## config.mk

```make
export PLATFORM = sky130hd
export DESIGN_NAME = pipe_hazard_ctrl
export DESIGN_NICKNAME = d
export VERILOG_FILES = /design/src/rtl/pipe_hazard_ctrl_pkg.sv /design/src/rtl/pipe_hazard_ctrl_mem_wait_timer.sv /design/src/rtl/pipe_hazard_ctrl.sv
export SDC_FILE = /design/constraint.sdc
export NUM_CORES = 1
export LEC_CHECK = 0
export ABC_CLOCK_PERIOD_IN_PS = 2390
export CAP_MARGIN = 20
export CORE_UTILIZATION = 37
export DETAILED_ROUTE_END_ITERATION = 10
export GPL_TIMING_DRIVEN = 0
export PLACE_DENSITY = 0.78
export SYNTH_ARGS = -nofsm -noshare
export SYNTH_HDL_FRONTEND = slang
export SYNTH_HIERARCHICAL = 1
export SYNTH_SLANG_ARGS = --single-unit
```

## constraint.sdc

```tcl
create_clock -name clk -period 2.39 [get_ports clk]
set_input_delay 0.478 -clock clk [delete_from_list [all_inputs] [get_ports clk]]
set_output_delay 0.478 -clock clk [all_outputs]
set_load 0.02 [all_outputs]
```

## src/rtl/pipe_hazard_ctrl_pkg.sv

```systemverilog
// -----------------------------------------------------------------------------
// pipe_hazard_ctrl_pkg
// Shared definitions for the pipeline hazard sequencer.
//   state_e   : sequencer state (S_RUN = 1'b0, S_WAIT = 1'b1)
//   REG_ZERO  : architectural register zero, never a real dependency
// -----------------------------------------------------------------------------
package pipe_hazard_ctrl_pkg;

  typedef enum logic {
    S_RUN  = 1'b0,
    S_WAIT = 1'b1
  } state_e;

  localparam logic [4:0] REG_ZERO = 5'd0;

endpackage : pipe_hazard_ctrl_pkg

```

## src/rtl/pipe_hazard_ctrl_mem_wait_timer.sv

```systemverilog
// -----------------------------------------------------------------------------
// mem_wait_timer
// Counts how long a data memory access has been outstanding and flags the
// cycle on which it must be abandoned.
// Ports:
//   clk        : clock, rising edge
//   reset      : asynchronous active-low reset (clears the counter)
//   start_i    : access just missed its first cycle, count restarts at 1
//   clear_i    : access finished or was abandoned, count returns to 0
//   advance_i  : still waiting, count increments
//   timeout_o  : counter has reached MEM_TIMEOUT-1 (qualified by the caller)
// -----------------------------------------------------------------------------
module mem_wait_timer #(
  parameter int MEM_TIMEOUT = 16,
  parameter int CNT_W       = 5
) (
  input  logic clk,
  input  logic reset,
  input  logic start_i,
  input  logic clear_i,
  input  logic advance_i,
  output logic timeout_o
);

  localparam logic [CNT_W-1:0] CNT_LAST = CNT_W'(MEM_TIMEOUT - 1);

  logic [CNT_W-1:0] cnt_q;

  // NOTE: sequential state uses non-blocking assignments so every register
  // samples pre-edge values regardless of block ordering; the asynchronous
  // reset is in the sensitivity list so it acts without a clock.
  always_ff @(posedge clk or negedge reset) begin
    if (!reset) begin
      cnt_q <= '0;
    end else if (start_i) begin
      cnt_q <= CNT_W'(1);
    end else if (clear_i) begin
      cnt_q <= '0;
    end else if (advance_i) begin
      cnt_q <= cnt_q + 1'b1;
    end
  end

  assign timeout_o = (cnt_q == CNT_LAST);

endmodule : mem_wait_timer

```

## src/rtl/pipe_hazard_ctrl.sv

```systemverilog
// -----------------------------------------------------------------------------
// pipe_hazard_ctrl
// Central stall/flush sequencer for a 5-stage pipeline. Freezes the pipe while
// a multi-cycle data memory access is outstanding (with timeout), flushes
// IF/ID and ID/EX on a taken branch resolved in EX, and inserts a one-cycle
// bubble on a load-use dependency. Control outputs are combinational; only
// the FSM state, wait counter and sticky mem_err are registered.
// Ports:
//   clk, reset (async active-low)
//   ID_rs, ID_rt, ID_UseRt            : source operands of the ID instruction
//   EX_MemRead, EX_Write_register     : load destination in EX
//   EX_Branch, EX_Zero                : branch resolution in EX
//   MEM_MemRd, MEM_MemWr, mem_ack     : data memory handshake in MEM
//   PC_Write, IF_ID_Write, IF_ID_Flush, ID_EX_Write, ID_EX_Flush,
//   EX_MEM_Write, MEM_WB_Flush        : pipeline register controls
//   mem_req                           : data memory request
//   mem_err                           : sticky, an access timed out
// Optional: define HAZARD_PERF_CNT_EN to add 32-bit perf_stall / perf_flush
// event counters.
// -----------------------------------------------------------------------------
module pipe_hazard_ctrl
  import pipe_hazard_ctrl_pkg::*;
#(
  parameter int MEM_TIMEOUT = 16,
  parameter int CNT_W       = 5
) (
  input  logic       clk,
  input  logic       reset,
  input  logic [4:0] ID_rs,
  input  logic [4:0] ID_rt,
  input  logic       ID_UseRt,
  input  logic       EX_MemRead,
  input  logic [4:0] EX_Write_register,
  input  logic       EX_Branch,
  input  logic       EX_Zero,
  input  logic       MEM_MemRd,
  input  logic       MEM_MemWr,
  input  logic       mem_ack,
  output logic       PC_Write,
  output logic       IF_ID_Write,
  output logic       IF_ID_Flush,
  output logic       ID_EX_Write,
  output logic       ID_EX_Flush,
  output logic       EX_MEM_Write,
  output logic       MEM_WB_Flush,
  output logic       mem_req,
  output logic       mem_err
`ifdef HAZARD_PERF_CNT_EN
  ,
  output logic [31:0] perf_stall,
  output logic [31:0] perf_flush
`endif
);

  state_e state_q;
  logic   mem_err_q;

  logic access, in_wait, timer_hit, timed_out;
  logic frozen, br_taken, ld_hazard, ld_use;

  assign access    = MEM_MemRd | MEM_MemWr;
  assign in_wait   = (state_q == S_WAIT);
  assign timed_out = in_wait & ~mem_ack & timer_hit;

  mem_wait_timer #(
    .MEM_TIMEOUT(MEM_TIMEOUT),
    .CNT_W      (CNT_W)
  ) u_timer (
    .clk      (clk),
    .reset    (reset),
    .start_i  (~in_wait & access & ~mem_ack),
    .clear_i  (in_wait & (mem_ack | timer_hit)),
    .advance_i(in_wait & ~mem_ack & ~timer_hit),
    .timeout_o(timer_hit)
  );

  // Everything is gated by reset so an assertion mid-wait drops mem_req and
  // the freeze immediately, without waiting for the registers to clear.
  assign frozen    = reset & (in_wait ? (~mem_ack & ~timer_hit)
                                      : (access & ~mem_ack));
  assign br_taken  = reset & ~frozen & EX_Branch & EX_Zero;
  assign ld_hazard = EX_MemRead & (EX_Write_register != REG_ZERO) &
                     ((EX_Write_register == ID_rs) |
                      (ID_UseRt & (EX_Write_register == ID_rt)));
  assign ld_use    = reset & ~frozen & ~br_taken & ld_hazard;

  assign mem_req = reset & (in_wait | access);
  assign mem_err = mem_err_q;

  // NOTE: every output gets a default before the priority chain so no path
  // leaves a signal unassigned, which would infer a latch.
  always_comb begin
    PC_Write     = 1'b1;
    IF_ID_Write  = 1'b1;
    IF_ID_Flush  = 1'b0;
    ID_EX_Write  = 1'b1;
    ID_EX_Flush  = 1'b0;
    EX_MEM_Write = 1'b1;
    MEM_WB_Flush = 1'b0;
    if (frozen) begin
      // Hold everything upstream of MEM; WB sees bubbles until MEM completes.
      PC_Write     = 1'b0;
      IF_ID_Write  = 1'b0;
      ID_EX_Write  = 1'b0;
      EX_MEM_Write = 1'b0;
      MEM_WB_Flush = 1'b1;
    end else if (br_taken) begin
      IF_ID_Flush = 1'b1;
      ID_EX_Flush = 1'b1;
    end else if (ld_use) begin
      PC_Write    = 1'b0;
      IF_ID_Write = 1'b0;
      ID_EX_Flush = 1'b1;
    end
  end

  always_ff @(posedge clk or negedge reset) begin
    if (!reset) begin
      state_q   <= S_RUN;
      mem_err_q <= 1'b0;
    end else begin
      case (state_q)
        S_RUN: begin
          if (access && !mem_ack) state_q <= S_WAIT;
        end
        S_WAIT: begin
          // Ack wins over a timeout landing on the same cycle.
          if (mem_ack) begin
            state_q <= S_RUN;
          end else if (timed_out) begin
            state_q   <= S_RUN;
            mem_err_q <= 1'b1;
          end
        end
        default: state_q <= S_RUN;
      endcase
    end
  end

`ifdef HAZARD_PERF_CNT_EN
  logic [31:0] perf_stall_q, perf_flush_q;

  always_ff @(posedge clk or negedge reset) begin
    if (!reset) begin
      perf_stall_q <= '0;
      perf_flush_q <= '0;
    end else begin
      if (frozen || ld_use) perf_stall_q <= perf_stall_q + 32'd1;
      if (br_taken)         perf_flush_q <= perf_flush_q + 32'd1;
    end
  end

  assign perf_stall = perf_stall_q;
  assign perf_flush = perf_flush_q;
`endif

endmodule : pipe_hazard_ctrl

```

==> metrics.yaml <==
outcome:
  status: "complete, no violations"
timing:
  worst_pin_slew_ps: 432
  tns_ps: 0
  slew_viol_final: 0
  timing.fmax_mhz: 422
  fin_crit_ps: 2370
  finalSetupViolations: 0
  fin_crit_sh: 0.992
  slew_headroom: 0.709
  clock_skew_ps: 7.70
  hold_viol: 0
  rsz0062_at_grt: "true"
critical_path:
  worst-setup-path-type: "input pin to primary output"
  crit_slowest_cell: "or4_4"
  worstPathCellList: "dlygate4sd2_1 > or4_4 > o2111a_1 > a21oi_2 > buf_4"
  arrival_ps: 1890
  critPathRequiredTime_ps: 1910
  crit_fanout: 3
  max_stage_delay_ps: 520
  r2r_cells: 8
  endpoint_kind: "primary output"
  start_kind: "input pin"
synthesis:
  synth_top_flop_cell: "dfrtp_1"
  async_reset_ff_frac: 1.00
  synth.avg_cell_area_um2: 9.39
  ys_seq_elements: 7
  synth_edf_count: 0
  netlist_instances: 63
  yosys.cell_types.count: 30
  synth_seq_area_share: 0.296
  syn_nets: 89
  synth_warnings: 6
  netlist_area_um2: 592
floorplan:
  die_x_um: 42.0
  die_h_um: 42.0
  coreArea_mm2: 0.00151
  die_area_mm2: 0.00176
  rows: 14
  io_pins: 33
  start_util: 0.393
clock_network:
  clk_latency_ps: 250
  cts.sinks: 7
  clock-root-buffer: "clkbuf_4"
  cts_buffers: 3
  cts_max_path_buffers: 2
  cts_tree: "built"
  htree_num_levels: 1
  clk_pin_slew_ps: 50
global_routing:
  grt-ovfl-total: 0
  met1_usage: 0.215
  antenna_found_initial: 0
  top_usage_layer: "met2"
  grt_max_degree: 11
  grtUsageMet3: 0.0517
  grt_use_total: 0.191
  grt_pass1_vias: 590
  grtUsageMet2: 0.338
  grt_first_pass_wirelength_mm: 2.50
routing:
  totalWireLength_mm: 1.65
  drt-pass1-iter-count: 3
  via_per_inst: 5.11
  post_drt_wl_per_cell_um: 13.7
  postRouteAntennaNets: 0
  vias: 613
  drt_iter0_drc: 6
  drcViolationCount: 0
final_layout:
  layout.nets: 131
  layout_commonest_cell: "clkdlybuf4s50_1"
  regArea_um2: 175
  stdcell_count: 120
  multiInputGateArea_um2: 432
  final_cell_mix: "clkdlybuf4s50_1, xnor2_1, buf_4"
  diodes: 0
  drive_gt1_frac: 0.279
  syn2layout_area_growth_pct: 72.1
  nFillCells: 136
power:
  power_density_mw_per_mm2: 408
  p_leak_nw: 0.438
  peakVddDrop_mv: 0.334
placement:
  port_buffers: 32
  dp_hpwl_mm: 1.18
  gp_congestion: 0.817
  placed_cells: 111
min_path:
  hp-class: "input pin to asynchronous set/reset pin"
job:
  maxCapViolations: 0
worst max-delay path: cells and delay by family:
kind,cells,cell delay (ps)
AO/OA/AOI/OAI,2,460
AND/OR/NAND/NOR,1,520
buffers and inverters,2,430
worst paths after layout:
check / start / slack [ps] / to
hold / removal: reset / 250 / u_timer/cnt_q[0]$_DFFE_PN0P_
max in group asynchronous: reset / 1860 / u_timer/cnt_q[4]$_DFFE_PN0P_
setup reg to reg: u_timer/cnt_q[1]$_DFFE_PN0P_ / 420 / u_timer/cnt_q[3]$_DFFE_PN0P_
hold reg to reg: mem_err$_DFFE_PN0P_ / 480 / mem_err$_DFFE_PN0P_
setup / recovery: EX_Write_register[2] / 20 / IF_ID_Write
min in group clk: mem_err$_DFFE_PN0P_ / 480 / mem_err$_DFFE_PN0P_
routing by layer:
metal / vias to the layer above / routed length, um
met5: - / 0
met4: 0 / 0
met3: 0 / 178
met2: 31 / 811
met1: 281 / 657
li1: 301 / -
synth_stat cells, drive strengths merged, types with 2 or more instances:
master / instances / area share
nand2: 5 / 0.032
and3: 3 / 0.032
nand4: 2 / 0.047
xnor2: 11 / 0.16
o21bai: 2 / 0.025
a21oi: 3 / 0.025
inv: 3 / 0.019
dfrtp: 7 / 0.30
nor3b: 2 / 0.025
nor3: 2 / 0.017
nor2: 3 / 0.019
ha: 2 / 0.042
buf: 3 / 0.044
through the flow:
stage / hold slack [ps] / utilization / instance area [um^2] / power [mW] / setup WS (ps)
final: 246 / 0.676 / 1020 / 0.415 / 19.3
after global routing: 284 / 0.676 / 1020 / 0.442 / -56.3
after CTS: 248 / 0.667 / 1000 / 0.414 / 0.786
after detailed placement: 466 / 0.621 / 936 / 0.292 / -749
after global placement: 460 / 0.621 / 936 / 0.287 / -722
after floorplan: 182 / - / 596 / 0.218 / 15.6
sequential cells by signal, indices dropped and copies added, names as in the netlist:
signal and count:
u_timer/cnt_q 5, in_wait 1, mem_err 1
power breakdown:
group | switching [mW] | internal (mW) | leakage, nW
Combinational | 0.0738 | 0.0960 | 0.334
Sequential | 0.00945 | 0.131 | 0.0896
Clock | 0.0418 | 0.0636 | 0.0150
Total | 0.125 | 0.290 | 0.438
cell type report:
cell class                      instances  share of cell area
Timing Repair Buffer                   38               0.329
Tap cell                               16              0.0197
Clock buffer                            4              0.0258
Multi-Input combinational cell         50               0.424
Sequential cell                         7               0.172
Buffer                                  2              0.0184
Inverter                                3              0.0111
cells by family after synthesis:
family,count (synthesis),synth area share
compound gates,12,0.156
xor+xnor,11,0.163
fa+ha+maj,2,0.0423
buf+inv,6,0.0634
flops,7,0.296
mux,2,0.0423
simple gates,23,0.237
timing repair:
item | CTS | global route
setup endpoints to repair | 8 | 7
pin swaps | 6 | 4
resized for setup | 41 | 3
setup buffers | 3 | 3
hold buffers | 0 | 0
Note: power is estimated with default switching activity, not from simulation.
